`src/rtl/pll_hdmi_reconfig.sv`:
```
// pll_hdmi_reconfig: retunes the HDMI PLL between PAL and NTSC presets.
// Holds PLL reset, writes and verifies an MD table, then waits for lock.
module pll_hdmi_reconfig #(
   parameter int unsigned           NUM_REGS      = 4,
   parameter logic [7:0]            BASE_ADDR     = 8'h00,
   parameter logic [NUM_REGS*8-1:0] MODE0_DATA    = 32'h01_03_14_0A,
   parameter logic [NUM_REGS*8-1:0] MODE1_DATA    = 32'h01_03_19_0C,
   parameter int unsigned           RST_CYCLES    = 8,
   parameter int unsigned           SETTLE_CYCLES = 16,
   parameter int unsigned           LOCK_TIMEOUT  = 65535
) (
   input  logic       mdclk,
   input  logic       reset,
   input  logic       req,
   input  logic       mode,
   output logic       busy,
   output logic       done,
   output logic       err,
   output logic       cur_mode,
   output logic       pll_rst,
   input  logic       pll_lock,
   output logic [1:0] mdopc,
   output logic       mdainc,
   output logic [7:0] mdwdi,
   input  logic [7:0] mdrdo
);

   localparam int IW = (NUM_REGS > 1) ? $clog2(NUM_REGS) : 1;
   localparam int RW = (RST_CYCLES > 1) ? $clog2(RST_CYCLES) : 1;
   localparam int SW = (SETTLE_CYCLES > 1) ? $clog2(SETTLE_CYCLES) : 1;
   localparam int LW_RAW = (LOCK_TIMEOUT > 1) ? $clog2(LOCK_TIMEOUT) : 1;
   localparam int LW = (LW_RAW < 16) ? 16 : LW_RAW;

   localparam logic [IW-1:0] IDX_LAST    = IW'(NUM_REGS - 1);
   localparam logic [RW-1:0] RST_LAST    = RW'(RST_CYCLES - 1);
   localparam logic [SW-1:0] SETTLE_LAST = SW'(SETTLE_CYCLES - 1);
   localparam logic [LW-1:0] LOCK_LAST   = LW'(LOCK_TIMEOUT - 1);

   localparam logic [1:0] OPC_NOP     = 2'b00;
   localparam logic [1:0] OPC_WRITE   = 2'b01;
   localparam logic [1:0] OPC_READ    = 2'b10;
   localparam logic [1:0] OPC_SETADDR = 2'b11;

   localparam logic [3:0] ST_IDLE      = 4'd0;
   localparam logic [3:0] ST_RST_HOLD  = 4'd1;
   localparam logic [3:0] ST_SETADDR_W = 4'd2;
   localparam logic [3:0] ST_WRITE     = 4'd3;
   localparam logic [3:0] ST_SETADDR_R = 4'd4;
   localparam logic [3:0] ST_READ      = 4'd5;
   localparam logic [3:0] ST_RWAIT1    = 4'd6;
   localparam logic [3:0] ST_RWAIT2    = 4'd7;
   localparam logic [3:0] ST_SETTLE    = 4'd8;
   localparam logic [3:0] ST_WAIT_LOCK = 4'd9;
   localparam logic [3:0] ST_DONE      = 4'd10;
   localparam logic [3:0] ST_FAIL      = 4'd11;

   logic [3:0]            state;
   logic                  mode_q;
   logic [IW-1:0]         idx;
   logic [RW-1:0]         rst_cnt;
   logic [SW-1:0]         settle_cnt;
   logic [LW-1:0]         lock_cnt;
   logic [NUM_REGS*8-1:0] tbl;
   logic [NUM_REGS*8-1:0] tbl_sh;
   logic [7:0]            cur_byte;

   // Table byte for the current index of the latched mode
   always_comb begin
      tbl      = mode_q ? MODE1_DATA : MODE0_DATA;
      tbl_sh   = tbl >> {idx, 3'b000};
      cur_byte = tbl_sh[7:0];
   end

   // Sequencer: reset hold, table write, read-back verify, lock wait
   always_ff @(posedge mdclk) begin
      if (reset) begin
         state      <= ST_IDLE;
         mode_q     <= 1'b0;
         idx        <= '0;
         rst_cnt    <= '0;
         settle_cnt <= '0;
         lock_cnt   <= '0;
         err        <= 1'b0;
         cur_mode   <= 1'b0;
      end else begin
         unique case (state)
            ST_IDLE: begin
               if (req) begin
                  mode_q  <= mode;
                  err     <= 1'b0;
                  rst_cnt <= '0;
                  state   <= ST_RST_HOLD;
               end
            end
            ST_RST_HOLD: begin
               if (rst_cnt == RST_LAST) begin
                  rst_cnt <= '0;
                  state   <= ST_SETADDR_W;
               end else begin
                  rst_cnt <= rst_cnt + 1'b1;
               end
            end
            ST_SETADDR_W: begin
               idx   <= '0;
               state <= ST_WRITE;
            end
            ST_WRITE: begin
               if (idx == IDX_LAST) begin
                  idx   <= '0;
                  state <= ST_SETADDR_R;
               end else begin
                  idx <= idx + 1'b1;
               end
            end
            ST_SETADDR_R: begin
               idx   <= '0;
               state <= ST_READ;
            end
            ST_READ: begin
               state <= ST_RWAIT1;
            end
            ST_RWAIT1: begin
               state <= ST_RWAIT2;
            end
            ST_RWAIT2: begin
               if (mdrdo != cur_byte) begin
                  idx   <= '0;
                  err   <= 1'b1;
                  state <= ST_FAIL;
               end else if (idx == IDX_LAST) begin
                  idx        <= '0;
                  settle_cnt <= '0;
                  state      <= ST_SETTLE;
               end else begin
                  idx   <= idx + 1'b1;
                  state <= ST_READ;
               end
            end
            ST_SETTLE: begin
               if (settle_cnt == SETTLE_LAST) begin
                  settle_cnt <= '0;
                  lock_cnt   <= '0;
                  state      <= ST_WAIT_LOCK;
               end else begin
                  settle_cnt <= settle_cnt + 1'b1;
               end
            end
            ST_WAIT_LOCK: begin
               if (pll_lock) begin
                  lock_cnt <= '0;
                  cur_mode <= mode_q;
                  state    <= ST_DONE;
               end else if (lock_cnt == LOCK_LAST) begin
                  lock_cnt <= '0;
                  err      <= 1'b1;
                  state    <= ST_FAIL;
               end else begin
                  lock_cnt <= lock_cnt + 1'b1;
               end
            end
            ST_DONE: begin
               state <= ST_IDLE;
            end
            ST_FAIL: begin
               state <= ST_IDLE;
            end
            default: begin
               state <= ST_IDLE;
            end
         endcase
      end
   end

   // Output decode from registered state only
   always_comb begin
      busy    = (state != ST_IDLE);
      done    = (state == ST_DONE);
      pll_rst = 1'b0;
      mdopc   = OPC_NOP;
      mdainc  = 1'b0;
      mdwdi   = 8'h00;
      unique case (state)
         ST_RST_HOLD: begin
            pll_rst = 1'b1;
         end
         ST_SETADDR_W, ST_SETADDR_R: begin
            pll_rst = 1'b1;
            mdopc   = OPC_SETADDR;
            mdwdi   = BASE_ADDR;
         end
         ST_WRITE: begin
            pll_rst = 1'b1;
            mdopc   = OPC_WRITE;
            mdainc  = 1'b1;
            mdwdi   = cur_byte;
         end
         ST_READ: begin
            pll_rst = 1'b1;
            mdopc   = OPC_READ;
            mdainc  = 1'b1;
         end
         ST_RWAIT1, ST_RWAIT2: begin
            pll_rst = 1'b1;
         end
         default: begin
         end
      endcase
   end

endmodule

```
`config.mk`:
```
export PLATFORM = sky130hd
export DESIGN_NAME = pll_hdmi_reconfig
export DESIGN_NICKNAME = d
export VERILOG_FILES = /design/src/rtl/pll_hdmi_reconfig.sv
export SDC_FILE = /design/constraint.sdc
export NUM_CORES = 1
export LEC_CHECK = 0
export ABC_AREA = 1
export CORE_ASPECT_RATIO = 1.1
export CORE_MARGIN = 5
export CORE_UTILIZATION = 40
export CTS_CLUSTER_DIAMETER = 40
export CTS_CLUSTER_SIZE = 40
export DETAILED_ROUTE_END_ITERATION = 10
export SETUP_SLACK_MARGIN = 0.1
export SYNTH_ARGS = -nofsm -noshare
export SYNTH_HDL_FRONTEND = slang
export SYNTH_SLANG_ARGS = --single-unit
```
`constraint.sdc`:
```
create_clock -name mdclk -period 3.2 [get_ports mdclk]
set_input_delay 0.48 -clock mdclk [delete_from_list [all_inputs] [get_ports mdclk]]
set_output_delay 0.48 -clock mdclk [all_outputs]
set_load 0.01 [all_outputs]
```
==> results.sh <==
export IMPL_port_buffers=25
export IMPL_dp_hpwl_mm=3.52
export IMPL_synthSimpleGateAreaFrac_pct=36.9
export IMPL_total_power_uw=1310
export IMPL_gr_usage_all_layers_pct=14.4
export IMPL_synth_compound_area_share_pct=11.9
export IMPL_clock_sinks=32
export IMPL_cts_hold_buf=0
export IMPL_dpl_cell_area_mm2=0.00237
export IMPL_maxSlewViolCount=0
export IMPL_synth_top_area_share_pct=30.9
export IMPL_die_area_mm2=0.00672
export IMPL_synth_edff_count=0
export IMPL_max_stage_delay_ps=560
export IMPL_cp_slowest_cell="clkdlybuf4s50_1"
export IMPL_diodes=0
export IMPL_post_route_period_util_pct=76.8
export IMPL_cts_tree="yes"
export IMPL_syn_area_per_cell_um2=6.40
export IMPL_grt_overflow=0
export IMPL_cp_buffers_inverters=2
export IMPL_ir_drop_v=0.000274
export IMPL_path_clk_slew_ps=70
export IMPL_htreeDepth=2
export IMPL_antenna_found_initial=0
export IMPL_wl_mm=4.46
export IMPL_setup_viol=0
export IMPL_syn_area_mm2=0.00207
export IMPL_rsz0062_at_grt="false"
export IMPL_synth_top_area_cell="dfxtp_1"
export IMPL_skew_ps=4.65
export IMPL_vias=1994
export IMPL_final_util_pct=49.1
export IMPL_cpLargestDelayFamily="buffers and inverters"
export IMPL_worst_hold_path_num_cells=2
export IMPL_grt_pass1_wl_mm=7.82
export IMPL_nNetsFinal=376
export IMPL_die_y_um=85.5
export IMPL_max_cap_viol_count=0
export IMPL_synthCells=324
export IMPL_max_freq_mhz=407
export IMPL_synth_distinct_cells=34
export IMPL_fill_cells=538
export IMPL_synth_common_cells="nand2_1 (89), inv_1 (46), nor2_1 (40)"
export IMPL_fp_row_count=27
export IMPL_startpoint_type="register"
export IMPL_setup_tns_ps=0
export IMPL_final_area_mm2=0.00247
export IMPL_r2r_cells=7
export IMPL_crit_fanout=9
export IMPL_status="completed"
export IMPL_drc=0
export IMPL_grt_start_max_net_pins=17
export IMPL_hold_path_class="register to register"
export IMPL_synth_top_family_by_area="simple AND/OR/NAND/NOR gates"
export IMPL_drtAntennaViolNets=0
export IMPL_hold_violations=0
export IMPL_firstDrtPassIters=4
export IMPL_synth_xor_area_share_pct=2.53
export IMPL_crit_required_ps=2720
export IMPL_final_layout_size_suffix_gt1_share_pct=7.34
export IMPL_synthToLayoutAreaGrowth_pct=19.3
export IMPL_ios=29
export IMPL_power_leakage_uw=0.00108
export IMPL_ys_seq_area_share_pct=30.9
export IMPL_synth_mux_area_share_pct=0
export IMPL_routedWlPerCell_um=10.8
export IMPL_crit_path_end_kind="primary output"
export IMPL_ys_ff_latch=32
export IMPL_synth_async_reset_ratio_pct=0
export IMPL_cp_arrival_ps=1980
export IMPL_grt_pass1_vias=1876
export IMPL_synth_fa_ha_area_share_pct=6.04
export IMPL_cp_num_cells=5
export IMPL_vias_per_cell=4.84
export IMPL_ys_warnings_count=0
export IMPL_ys_flop_type="dfxtp_1"
export IMPL_postCtsSetupBuffers=0
export IMPL_cts_resized_gates=0
export IMPL_place_congestion=0.901
export IMPL_critPathKind="register to primary output"
export IMPL_root_buffer="clkbuf_8"
export IMPL_core_mm2=0.00503
export IMPL_power_density_mw_per_mm2=530
export IMPL_drtIter0Drc=77
export IMPL_path_cells="nand2_1 -> nor2_1 -> clkinv_1 -> o21ai_0 -> clkdlybuf4s50_1"
export IMPL_initial_core_util_pct=41.2
export IMPL_die_w_um=78.6
export IMPL_yosys_top_cells_area="dfxtp_1 (31%), nand2_1 (16%), inv_1 (8.3%), nor2_1 (7.2%), ha_1 (6.0%)"
export IMPL_layout_min_cycle_time_ps=2460
export IMPL_clockBufferDepth=2
export IMPL_clk_latency_ps=280
export IMPL_cts_inserted_buffers=5
export IMPL_timing_slew_headroom_pct=61.2
export IMPL_yosysMostFrequentCell="nand2_1"
export IMPL_worstMarginPinSlew_ps=582
metal layers:
metal	vias up	GRT usage (%)	share of wire, %
met4	0	6.84	2.2
met3	9	3.99	4.3
met2	31	25.9	49
li1	1081	-	-
met1	873	15.5	44
met5	-	0	0
through the flow:
| stage | cells | setup slack (ps) | hold WS, ps |
|---|---|---|---|
| finish | 412 | 741 | 455 |
| global route | 412 | 530 | 474 |
| CTS | 412 | 711 | 461 |
| detailed placement | 404 | 1030 | 450 |
| global placement | 404 | 1070 | 440 |
| floorplan | 326 | 1640 | 433 |
state kept, by name (all words and copies together), names as in the netlist:
signal	cells
lock_cnt	16
settle_cnt	4
state	4
rst_cnt	3
idx	2
cur_mode	1
err	1
mode_q	1
tightest hold or removal path, cell delays in order, from the launching register on:
cell and delay, ps:
dfxtp_1 310, inv_1 50, a21oi_1 50
logic make-up (layout without fill, tap and decap cells):
group           after synthesis  after routing
compound gates               44             44
buf+inv                      56             84
fa+ha+maj                    10             10
simple gates                175            175
xor+xnor                      6              6
other cells                   1              3
flops                        32             32
final timing paths:
| path | start | endpoint | slack, ps |
|---|---|---|---|
| worst max-delay path | state[0] | mdainc | 740 |
| worst min-delay path | err | err | 450 |
| worst max register to register | settle_cnt[0] | lock_cnt[11] | 1350 |
| worst min register to register | err | err | 450 |
area by class of cell:
type / count / area (um2) / share of cell area [%]
Multi-Input combinational cell: 238 / 1200 / 48.6
Timing Repair Buffer: 27 / 265 / 10.7
Tap cell: 58 / 72.6 / 2.93
Sequential cell: 32 / 641 / 25.9
Clock buffer: 6 / 72.6 / 2.93
Inverter: 49 / 185 / 7.49
Clock inverter: 2 / 35.0 / 1.42
where the power goes:
part | switching [uW] | leakage, uW | internal, uW
Clock | 151 | 0.0000552 | 231
Combinational | 265 | 0.000766 | 190
Sequential | 42.4 | 0.000259 | 433
Total | 459 | 0.00108 | 854
layout by cell type, fill, tap and decap left out, drive strengths merged, types with 3 or more instances in the layout:
master	synthesis	layout
conb	1	3
nor2	46	46
o21ai	15	15
xor2	4	4
clkdlybuf4s50	0	25
a31oi	3	3
clkbuf	2	6
a21oi	21	21
clkinv	2	3
nand3	18	18
nor3	9	9
dfxtp	32	32
nand4	6	6
inv	47	47
nand2	92	92
ha	10	10
Note: power is estimated with default switching activity, not from simulation.
